==> src/rtl/i2c_reg_access_arbiter_if.sv <==
// Register-access arbiter <-> i2c_master connection.
// The "master" modport is the arbiter side, which drives the master's start/config inputs.
// The "slave" modport is the i2c_master side.
interface i2c_reg_access_arbiter_if;
    logic       m_start;
    logic [7:0] m_nbytes;
    logic [6:0] m_addr;
    logic       m_rw;
    logic [7:0] m_write_data;
    logic       m_tx_data_req;
    logic [7:0] m_read_data;
    logic       m_rx_data_ready;
    logic       m_idle;
    logic       m_failed;
    logic       m_timeout;

    modport master (
        output m_start, m_nbytes, m_addr, m_rw, m_write_data,
        input  m_tx_data_req, m_read_data, m_rx_data_ready, m_idle, m_failed, m_timeout
    );

    modport slave (
        input  m_start, m_nbytes, m_addr, m_rw, m_write_data,
        output m_tx_data_req, m_read_data, m_rx_data_ready, m_idle, m_failed, m_timeout
    );
endinterface

==> src/rtl/i2c_reg_access_arbiter.sv <==
// Shares one i2c_master between two requesters (round-robin) and sequences
// register writes (addr, pointer, data) and register reads (pointer write,
// STOP, bus-free gap, then a 1-4 byte read).
module i2c_reg_access_arbiter #(
    parameter int unsigned GAP_CYCLES = 250
) (
    input  logic        clk,
    input  logic        rst_n,
    input  logic        req0_valid,
    output logic        req0_ready,
    input  logic        req0_rw,
    input  logic [6:0]  req0_dev,
    input  logic [7:0]  req0_reg,
    input  logic [1:0]  req0_len,
    input  logic [31:0] req0_wdata,
    input  logic        req1_valid,
    output logic        req1_ready,
    input  logic        req1_rw,
    input  logic [6:0]  req1_dev,
    input  logic [7:0]  req1_reg,
    input  logic [1:0]  req1_len,
    input  logic [31:0] req1_wdata,
    output logic        done0,
    output logic        done1,
    output logic        resp_err,
    output logic        resp_timeout,
    output logic [31:0] resp_rdata,
    i2c_reg_access_arbiter_if.master bus
);

    localparam int unsigned GapW = $clog2(GAP_CYCLES + 1);

    typedef enum logic [2:0] {
        StIdle, StGrant, StStartWr, StXferWr, StGap, StStartRd, StXferRd, StDone
    } state_e;

    state_e state_q, state_d;

    logic            last_grant_q;
    logic            grant_q;
    logic            rw_q;
    logic [1:0]      len_q;
    logic [7:0]      tx_buf_q [5];
    logic [2:0]      idx_q;
    logic [2:0]      rcount_q, rcount_d;
    logic [31:0]     acc_q, acc_d;
    logic            err_q, err_d;
    logic            tmo_q, tmo_d;
    logic [GapW-1:0] gap_q;
    logic            xfer_seen_q;
    logic [6:0]      m_addr_q;
    logic [7:0]      m_nbytes_q;
    logic            m_rw_q;
    logic            resp_err_q;
    logic            resp_tmo_q;
    logic [31:0]     resp_rdata_q;

    logic            grant_sel;
    logic            sel_valid;
    logic            sel_rw;
    logic [6:0]      sel_dev;
    logic [7:0]      sel_reg;
    logic [1:0]      sel_len;
    logic [31:0]     sel_wdata;
    logic            err_state;
    logic            idle_ok;

    // Arbitration choice in IDLE and the field mux for the requester being granted
    always_comb begin
        grant_sel = (req0_valid && req1_valid) ? ~last_grant_q : req1_valid;
        sel_valid = grant_q ? req1_valid : req0_valid;
        sel_rw    = grant_q ? req1_rw    : req0_rw;
        sel_dev   = grant_q ? req1_dev   : req0_dev;
        sel_reg   = grant_q ? req1_reg   : req0_reg;
        sel_len   = grant_q ? req1_len   : req0_len;
        sel_wdata = grant_q ? req1_wdata : req0_wdata;
        err_state = (state_q == StXferWr) || (state_q == StGap) || (state_q == StXferRd);
        // The master may lag a cycle in dropping idle after a start, so ignore it until then
        idle_ok   = xfer_seen_q && bus.m_idle;
    end

    // Error latches and read-byte accumulator next state
    always_comb begin
        err_d    = err_q;
        tmo_d    = tmo_q;
        acc_d    = acc_q;
        rcount_d = rcount_q;
        if (state_q == StGrant) begin
            err_d    = 1'b0;
            tmo_d    = 1'b0;
            acc_d    = '0;
            rcount_d = '0;
        end
        if (err_state) begin
            if (bus.m_failed) begin
                err_d = 1'b1;
            end
            if (bus.m_timeout) begin
                err_d = 1'b1;
                tmo_d = 1'b1;
            end
        end
        if (state_q == StXferRd && bus.m_rx_data_ready) begin
            // Bytes beyond the requested length are dropped
            if (rcount_q <= {1'b0, len_q}) begin
                acc_d[{rcount_q[1:0], 3'b000} +: 8] = bus.m_read_data;
            end
            if (rcount_q != 3'd4) begin
                rcount_d = rcount_q + 3'd1;
            end
        end
    end

    // FSM state register
    always_ff @(posedge clk or negedge rst_n) begin
        if (!rst_n) begin
            state_q <= StIdle;
        end else begin
            state_q <= state_d;
        end
    end

    // FSM next-state logic
    always_comb begin
        state_d = state_q;
        unique case (state_q)
            StIdle: begin
                if ((req0_valid || req1_valid) && bus.m_idle) begin
                    state_d = StGrant;
                end
            end
            // A requester that withdrew before ready is simply not served
            StGrant:   state_d = sel_valid ? StStartWr : StIdle;
            StStartWr: state_d = StXferWr;
            StXferWr: begin
                if (idle_ok) begin
                    state_d = (err_d || !rw_q) ? StDone : StGap;
                end
            end
            StGap: begin
                if (gap_q == '0 && bus.m_idle) begin
                    state_d = StStartRd;
                end
            end
            StStartRd: state_d = StXferRd;
            StXferRd: begin
                if (idle_ok) begin
                    state_d = StDone;
                end
            end
            StDone:    state_d = StIdle;
            default:   state_d = StIdle;
        endcase
    end

    // FSM outputs: handshake pulses, master start and write-data feed
    always_comb begin
        req0_ready        = (state_q == StGrant) && !grant_q && req0_valid;
        req1_ready        = (state_q == StGrant) && grant_q && req1_valid;
        done0             = (state_q == StDone) && !grant_q;
        done1             = (state_q == StDone) && grant_q;
        bus.m_start       = (state_q == StStartWr) || (state_q == StStartRd);
        bus.m_write_data  = 8'h00;
        if (state_q == StStartWr || state_q == StXferWr) begin
            bus.m_write_data = tx_buf_q[idx_q];
        end
        bus.m_addr        = m_addr_q;
        bus.m_nbytes      = m_nbytes_q;
        bus.m_rw          = m_rw_q;
        resp_err          = resp_err_q;
        resp_timeout      = resp_tmo_q;
        resp_rdata        = resp_rdata_q;
    end

    // Datapath: request capture, byte index, gap timer, master config and response hold
    always_ff @(posedge clk or negedge rst_n) begin
        if (!rst_n) begin
            last_grant_q <= 1'b1;
            grant_q      <= 1'b0;
            rw_q         <= 1'b0;
            len_q        <= '0;
            for (int i = 0; i < 5; i++) begin
                tx_buf_q[i] <= '0;
            end
            idx_q        <= '0;
            rcount_q     <= '0;
            acc_q        <= '0;
            err_q        <= 1'b0;
            tmo_q        <= 1'b0;
            gap_q        <= '0;
            xfer_seen_q  <= 1'b0;
            m_addr_q     <= '0;
            m_nbytes_q   <= '0;
            m_rw_q       <= 1'b0;
            resp_err_q   <= 1'b0;
            resp_tmo_q   <= 1'b0;
            resp_rdata_q <= '0;
        end else begin
            err_q       <= err_d;
            tmo_q       <= tmo_d;
            acc_q       <= acc_d;
            rcount_q    <= rcount_d;
            xfer_seen_q <= (state_q == StXferWr) || (state_q == StXferRd);

            if (state_q == StIdle && state_d == StGrant) begin
                grant_q <= grant_sel;
            end

            if (state_q == StGrant && sel_valid) begin
                last_grant_q <= grant_q;
                rw_q         <= sel_rw;
                len_q        <= sel_len;
                tx_buf_q[0]  <= sel_reg;
                tx_buf_q[1]  <= sel_wdata[7:0];
                tx_buf_q[2]  <= sel_wdata[15:8];
                tx_buf_q[3]  <= sel_wdata[23:16];
                tx_buf_q[4]  <= sel_wdata[31:24];
                idx_q        <= '0;
                // Config for the pointer-write phase; a read only sends the pointer here
                m_addr_q     <= sel_dev;
                m_rw_q       <= 1'b0;
                m_nbytes_q   <= sel_rw ? 8'd1 : ({6'd0, sel_len} + 8'd2);
            end

            if (state_q == StXferWr && bus.m_tx_data_req && idx_q != 3'd4) begin
                idx_q <= idx_q + 3'd1;
            end

            if (state_q == StXferWr && state_d == StGap) begin
                gap_q <= GapW'(GAP_CYCLES);
            end else if (state_q == StGap && gap_q != '0) begin
                gap_q <= gap_q - 1'b1;
            end

            if (state_q == StGap && state_d == StStartRd) begin
                m_rw_q     <= 1'b1;
                m_nbytes_q <= {6'd0, len_q} + 8'd1;
            end

            // Response fields change only when a transaction completes
            if (state_d == StDone && state_q != StDone) begin
                resp_err_q   <= err_d;
                resp_tmo_q   <= tmo_d;
                resp_rdata_q <= acc_d;
            end
        end
    end

endmodule

==> src/flat_wrapper.sv <==
// flat-port wrapper written by rule: the top's interface ports become plain ports
module i2c_reg_access_arbiter_flat 
#(
    parameter int unsigned GAP_CYCLES = 250
)
  (clk, rst_n, req0_valid, req0_ready, req0_rw, req0_dev, req0_reg, req0_len, req0_wdata, req1_valid, req1_ready, req1_rw, req1_dev, req1_reg, req1_len, req1_wdata, done0, done1, resp_err, resp_timeout, resp_rdata, bus_m_start, bus_m_nbytes, bus_m_addr, bus_m_rw, bus_m_write_data, bus_m_tx_data_req, bus_m_read_data, bus_m_rx_data_ready, bus_m_idle, bus_m_failed, bus_m_timeout);
  i2c_reg_access_arbiter_if bus_i ();
  input  logic clk;
  input  logic rst_n;
  input  logic req0_valid;
  output logic req0_ready;
  input  logic req0_rw;
  input  logic [6:0] req0_dev;
  input  logic [7:0] req0_reg;
  input  logic [1:0] req0_len;
  input  logic [31:0] req0_wdata;
  input  logic req1_valid;
  output logic req1_ready;
  input  logic req1_rw;
  input  logic [6:0] req1_dev;
  input  logic [7:0] req1_reg;
  input  logic [1:0] req1_len;
  input  logic [31:0] req1_wdata;
  output logic done0;
  output logic done1;
  output logic resp_err;
  output logic resp_timeout;
  output logic [31:0] resp_rdata;
  output wire logic [$bits(bus_i.m_start)-1:0] bus_m_start;
  output wire logic [$bits(bus_i.m_nbytes)-1:0] bus_m_nbytes;
  output wire logic [$bits(bus_i.m_addr)-1:0] bus_m_addr;
  output wire logic [$bits(bus_i.m_rw)-1:0] bus_m_rw;
  output wire logic [$bits(bus_i.m_write_data)-1:0] bus_m_write_data;
  input wire logic [$bits(bus_i.m_tx_data_req)-1:0] bus_m_tx_data_req;
  input wire logic [$bits(bus_i.m_read_data)-1:0] bus_m_read_data;
  input wire logic [$bits(bus_i.m_rx_data_ready)-1:0] bus_m_rx_data_ready;
  input wire logic [$bits(bus_i.m_idle)-1:0] bus_m_idle;
  input wire logic [$bits(bus_i.m_failed)-1:0] bus_m_failed;
  input wire logic [$bits(bus_i.m_timeout)-1:0] bus_m_timeout;
  assign bus_m_start = bus_i.m_start;
  assign bus_m_nbytes = bus_i.m_nbytes;
  assign bus_m_addr = bus_i.m_addr;
  assign bus_m_rw = bus_i.m_rw;
  assign bus_m_write_data = bus_i.m_write_data;
  assign bus_i.m_tx_data_req = bus_m_tx_data_req;
  assign bus_i.m_read_data = bus_m_read_data;
  assign bus_i.m_rx_data_ready = bus_m_rx_data_ready;
  assign bus_i.m_idle = bus_m_idle;
  assign bus_i.m_failed = bus_m_failed;
  assign bus_i.m_timeout = bus_m_timeout;
  i2c_reg_access_arbiter #(.GAP_CYCLES(GAP_CYCLES)) u_core (.clk(clk), .rst_n(rst_n), .req0_valid(req0_valid), .req0_ready(req0_ready), .req0_rw(req0_rw), .req0_dev(req0_dev), .req0_reg(req0_reg), .req0_len(req0_len), .req0_wdata(req0_wdata), .req1_valid(req1_valid), .req1_ready(req1_ready), .req1_rw(req1_rw), .req1_dev(req1_dev), .req1_reg(req1_reg), .req1_len(req1_len), .req1_wdata(req1_wdata), .done0(done0), .done1(done1), .resp_err(resp_err), .resp_timeout(resp_timeout), .resp_rdata(resp_rdata), .bus(bus_i));
endmodule
==> config.mk <==
export PLATFORM = sky130hd
export DESIGN_NAME = i2c_reg_access_arbiter_flat
export DESIGN_NICKNAME = d
export VERILOG_FILES = /design/src/rtl/i2c_reg_access_arbiter_if.sv /design/src/rtl/i2c_reg_access_arbiter.sv /design/src/flat_wrapper.sv
export SDC_FILE = /design/constraint.sdc
export NUM_CORES = 1
export LEC_CHECK = 0
export CAP_MARGIN = 20
export CORE_MARGIN = 5
export CORE_UTILIZATION = 51
export CTS_BUF_LIST = sky130_fd_sc_hd__clkbuf_2 sky130_fd_sc_hd__clkbuf_4 sky130_fd_sc_hd__clkbuf_8
export DETAILED_ROUTE_END_ITERATION = 10
export PLACE_DENSITY = 0.83
export SLEW_MARGIN = 20
export SYNTH_ARGS = -nofsm -noshare
export SYNTH_HDL_FRONTEND = slang
export SYNTH_SLANG_ARGS = --single-unit
==> constraint.sdc <==
create_clock -name clk -period 2.1 [get_ports clk]
set_input_delay 0.42 -clock clk [delete_from_list [all_inputs] [get_ports clk]]
set_output_delay 0.42 -clock clk [all_outputs]
set_load 0.05 [all_outputs]
### After elaboration in Yosys (flattened, before gate mapping)

Index checks and enable logic that the tools add are counted.

| operators by class | value |
|---|---|
| add/sub/neg operators | 6 |
| order comparisons | 2 |
| equal/unequal tests | 14 |
| shifts and indexed selects | 2 |
| mux-type cells | 41 |
| bitwise logic cells | 2 |
| reduce and logical (&&, ||, !) cells | 34 |

Operators by type and width:

| cell | count |
|---|---|
| $mux W32 | 4 |
| $mux W8 | 9 |
| $bwmux W32 | 1 |
| $shift A8 B7 Y32 const A | 1 |
| $shiftx A8 B7 Y32 | 1 |
| $mux W3 | 9 |
| $bmux W8 S3 | 1 |
| $pmux W3 S8 | 1 |
| $eq A3 B3 Y1 const B | 7 |
| $logic_and A1 B1 Y1 | 19 |
| $mux W1 | 12 |
| $ne A3 B3 Y1 const B | 3 |
| $logic_not A8 Y1 | 1 |
| $reduce_bool A8 Y1 | 1 |
| $sub A8 B1 Y8 const B | 1 |
| $logic_or A1 B1 Y1 | 7 |
| $mux W7 | 1 |
| $neg A5 Y7 | 1 |
| $add A3 B1 Y3 const B | 2 |
| $eq A3 B1 Y1 const B | 2 |
| $eq A3 B2 Y1 const B | 2 |
| $mux W2 | 3 |
| $reduce_bool A2 Y1 | 3 |
| $ge A4 B4 Y1 const B | 1 |
| other kinds (7) | 8 |

| word-level totals | value |
|---|---|
| bits in registers | 147 |
| input port bits | 117 |
| output and inout port bits | 63 |
| word-level logic and storage cells | 124 |

### Longest topological paths before layout

| logic depth | value |
|---|---|
| word-level depth | 12 |
| depth in mapped cells | 7 |
| gate-level depth less buffers | 6 |

### Worst setup path after synthesis

No wires, ideal clock.

| timing | value |
|---|---|
| path kind | reg2out |
| from | reg u_core.idx_q[0] |
| to | out bus_m_write_data[0] |
| arrival | 1,985 ps |
| data required time | 1,680 ps |
| setup slack | -305 ps |
| stages on the path, launching flop included | 5 |
| buffers on the path | 1 |
| cells stage by stage | dfrtp_1 -> buf_2 -> nor3_1 -> a22oi_1 -> nor2_1 |

| between the ends | value |
|---|---|
| cells in the longest elaborated chain, start to end | 5 |

RTL lines:

| element | line | RTL |
|---|---|---|
| from (decl) | i2c_reg_access_arbiter.sv:44 | `logic [2:0] idx_q;` |
| from (signal assigned) | i2c_reg_access_arbiter.sv:226 | `idx_q <= idx_q + 3'd1;` |
| $not A3 Y4 (implied by the code) | i2c_reg_access_arbiter.sv:165 | `bus.m_write_data = tx_buf_q[idx_q];` |
| $bmux W8 S3 | i2c_reg_access_arbiter.sv:165 |  |
| $mux W8 (implied by the code) (2 in a row) | i2c_reg_access_arbiter.sv:165 |  |
| $mux W8 | i2c_reg_access_arbiter.sv:164 | `if (state_q == StStartWr \|\| state_q == StXferWr) begin` |
| to (decl) | flat_wrapper.sv:33 | `output wire logic [$bits(bus_i.m_write_data)-1:0] bus_m_write_data;` |

No other way between the ends. The select of a mux whose other input is x is not followed.

### Final worst setup path

| timing | value |
|---|---|
| from | reg u_core.idx_q[0] |
| to | out bus_m_write_data[7] |

Same word-level chain as after synthesis.

==> flow_metrics.env <==
export IMPL_status="finished with violations"
export IMPL_violations="setup timing"
export IMPL_dieWidth_um=128
export IMPL_rsz0062_at_grt="yes"
export IMPL_nNetsFinal=1022
export IMPL_arrival_ns=1.92
export IMPL_grt_max_degree=64
export IMPL_timing_final_crit_share_pct=112
export IMPL_max_slew_worst_pin_slew_ns=0.624
export IMPL_synth_commonest_cells="dfrtp_1 (141), nand2_1 (107), mux2i_1 (53)"
export IMPL_antenna_found_initial=0
export IMPL_route_vias_total=6298
export IMPL_placed_area_um2=9420
export IMPL_synthFlopType="dfrtp_1"
export IMPL_r2r_start="u_core.gap_q[0]$_DFFE_PN0P_"
export IMPL_ioPinCount=180
export IMPL_max_slew_margin_pct=58.4
export IMPL_synth_cell_types=59
export IMPL_dp_hpwl_mm=14.1
export IMPL_ff2ff_path_depth=7
export IMPL_cts_buffers_inserted=17
export IMPL_drive_gt1_share_pct=17.3
export IMPL_fin_ws_ns=-0.245
export IMPL_crit_path_cell_trace="buf_12 -> mux4_2 -> a22oi_2 -> nor2_2 -> buf_12"
export IMPL_p_leak_nw=4.56
export IMPL_wl_per_cell_um=18.0
export IMPL_placed_cells=1043
export IMPL_layout_cells_non_filler=1084
export IMPL_cp_slowest_stage_delay_ns=0.51
export IMPL_grt_pass1_vias=6413
export IMPL_drc_errors=0
export IMPL_grt_pass1_wl_mm=31.5
export IMPL_synth_top_area_share_pct=49.3
export IMPL_syn_inst=699
export IMPL_drv_slew=0
export IMPL_avgSynthCellArea_um2=10.2
export IMPL_yosysTopAreaCell="dfrtp_1"
export IMPL_overflow=0
export IMPL_path_class="reg2out"
export IMPL_ys_seq_area_share_pct=49.7
export IMPL_power_density_nw_per_um2=1530
export IMPL_syn_to_final_growth_pct=40.0
export IMPL_finalSetupViolations=8
export IMPL_min_period_ns=2.34
export IMPL_cp_end_kind="primary output"
export IMPL_ys_seq_elements=142
export IMPL_rrSetupSlack_ns=0.13
export IMPL_clk_path_buf_depth=2
export IMPL_critPathSlowestCell="mux4_2"
export IMPL_cp_common_cell="buf_12"
export IMPL_core_rowCount=43
export IMPL_fmax_mhz=427
export IMPL_multi_input_area_um2=3390
export IMPL_syn_area_um2=7150
export IMPL_clkSinkCount=142
export IMPL_crit_start="u_core.idx_q[0]$_DFFE_PN0P_"
export IMPL_drt_pass1_iterations=7
export IMPL_htreeDepth=4
export IMPL_path_max_fanout=7
export IMPL_ff_latch_area_um2=3560
export IMPL_clk_pin_slew_worst_paths_ns=0.07
export IMPL_finish_utilization_pct=72.4
export IMPL_root_buffer="clkbuf_8"
export IMPL_gp_congestion=0.826
export IMPL_startpoint_type="register"
export IMPL_holdWs_ns=0.472
export IMPL_pre_cts_slack_ns=-0.0181
export IMPL_async_flop_share_pct=100
export IMPL_drt_initial_drc_count=619
export IMPL_dieArea_um2=16500
export IMPL_insertion_delay_ns=0.45
export IMPL_coreArea_um2=13800
export IMPL_clock_skew_final_ns=0.0117
export IMPL_ant_nets=0
export IMPL_yosysMostFrequentCell="dfrtp_1"
export IMPL_required_ns=1.68
export IMPL_diodes=0
export IMPL_fin_area_um2=10000
export IMPL_vias_per_cell=5.81
export IMPL_reg2reg_to="u_core.gap_q[5]$_DFFE_PN0P_"
export IMPL_routed_wl_mm=19.5
export IMPL_synthTopCellsByArea="dfrtp_1 (49%), mux2i_1 (7.4%), nand2_1 (5.6%), o211ai_1 (4.0%), o21ai_0 (3.4%)"
export IMPL_start_util_pct=51.7
export IMPL_cap_viol_max_count=0
export IMPL_port_buffers=174
export IMPL_hold_violations=0
export IMPL_synth_edf_count=0
export IMPL_cts_tree="built"
export IMPL_vdd_ir_drop_max_mv=0.849
export IMPL_nFillCells=963
export IMPL_grt_use_total_pct=23.8
export IMPL_hp_class="in2async"
export IMPL_die_y_um=128
export IMPL_ys_warn_count=0
## metal layers
layer  GRT usage [%]  wire length, um
met4            9.43              472
met3            5.35             1350
met5               0                0
met1            29.2             7840
met2            40.9             9820
## where the power goes
| group | total [mW] | internal [mW] | switching, mW |
|---|---|---|---|
| clock network | 2.21 | 1.22 | 0.989 |
| registers | 4.49 | 3.75 | 0.737 |
| logic | 8.58 | 3.44 | 5.15 |
| total | 15.3 | 8.41 | 6.87 |
## cells by family (layout without fill, tap and decap cells)
| logic type | Yosys count | in the layout | share of synthesized area, % |
|---|---|---|---|
| compound gates | 194 | 194 | 16.5 |
| xor+xnor | 6 | 6 | 0.735 |
| fa+ha+maj | 13 | 13 | 2.27 |
| buf+inv | 69 | 270 | 4.62 |
| flops | 142 | 142 | 49.7 |
| mux | 67 | 67 | 10.9 |
| other cells | 1 | 5 | 0.0524 |
| simple gates | 207 | 207 | 15.3 |
## what timing repair did
| item | CTS | global route |
|---|---|---|
| pin swaps | 7 | 7 |
| setup buffers | 6 | 2 |
| gates resized for setup | 20 | 13 |
| gates cloned | 1 | 0 |
| setup endpoints to repair | 17 | 21 |
| endpoints found under the hold margin | 40 | 0 |
| hold buffers | 1 | 0 |
## registers in the layout (all words and copies together) (netlist names)
| signal | flops |
|---|---|
| u_core.gap_q | 8 |
| u_core.len_q | 2 |
| u_core.resp_timeout | 1 |
| u_core.bus.m_rw | 1 |
| u_core.bus.m_nbytes | 3 |
| u_core.rw_q | 1 |
| u_core.grant_q | 1 |
| u_core.acc_q | 32 |
| u_core.tx_buf_q | 40 |
| u_core.idx_q | 3 |
| u_core.bus.m_addr | 7 |
| u_core.state_q | 3 |
| u_core.resp_err | 1 |
| u_core.err_q | 1 |
| u_core.tmo_q | 1 |
| u_core.last_grant_q | 1 |
| u_core.xfer_seen_q | 1 |
| u_core.resp_rdata | 32 |
| u_core.rcount_q | 3 |
## worst max-delay path, delay by kind of cell, from the launching register on
kind                   cells  cell delay, ns
AO/OA/AOI/OAI              1            0.17
buffers and inverters      2            0.30
flip-flops                 1            0.41
multiplexers               1            0.51
AND/OR/NAND/NOR            1            0.08
## metrics by stage
stage	TNS [ns]	total power, mW
2_1_floorplan	0	9.73
3_3_place_gp	0	12.6
3_5_place_dp	-0.0477	12.8
4_1_cts	-2.17	15.3
5_1_grt	-2.37	16.1
6_report	-1.80	15.3
## final cells by class
cell class / count / share of cell area [%]
flip-flops and latches: 142 / 35.6
inverters: 13 / 0.487
well taps: 180 / 2.25
multi-input cells: 492 / 33.8
repair buffers: 226 / 23.9
clock buffers: 25 / 3.19
clock inverters: 6 / 0.825
## how the worst max path moves through the flow
stage                                             end  slack [ns]  cells past startpoint
global route                      bus_m_write_data[6]       -0.32                      5
CTS                               bus_m_write_data[6]       -0.30                      5
finish                            bus_m_write_data[7]       -0.24                      5
floorplan                         bus_m_write_data[0]        0.12                      4
detailed placement  u_core.resp_rdata[26]$_DFFE_PN0P_       -0.02                      6
global placement    u_core.resp_rdata[30]$_DFFE_PN0P_        0.05                      6
## placed cells by master, fill, tap and decap left out, types with 13 or more instances in the layout
cell,count
o211ai_1,38
nand2_1,106
o21ai_0,47
a31oi_1,32
buf_4,48
clkdlybuf4s50_1,143
buf_12,21
a21oi_1,40
inv_1,13
ha_1,13
clkbuf_8,21
nand4_1,26
mux2i_1,53
dfrtp_1,135
Note: power is estimated with default switching activity, not from simulation.
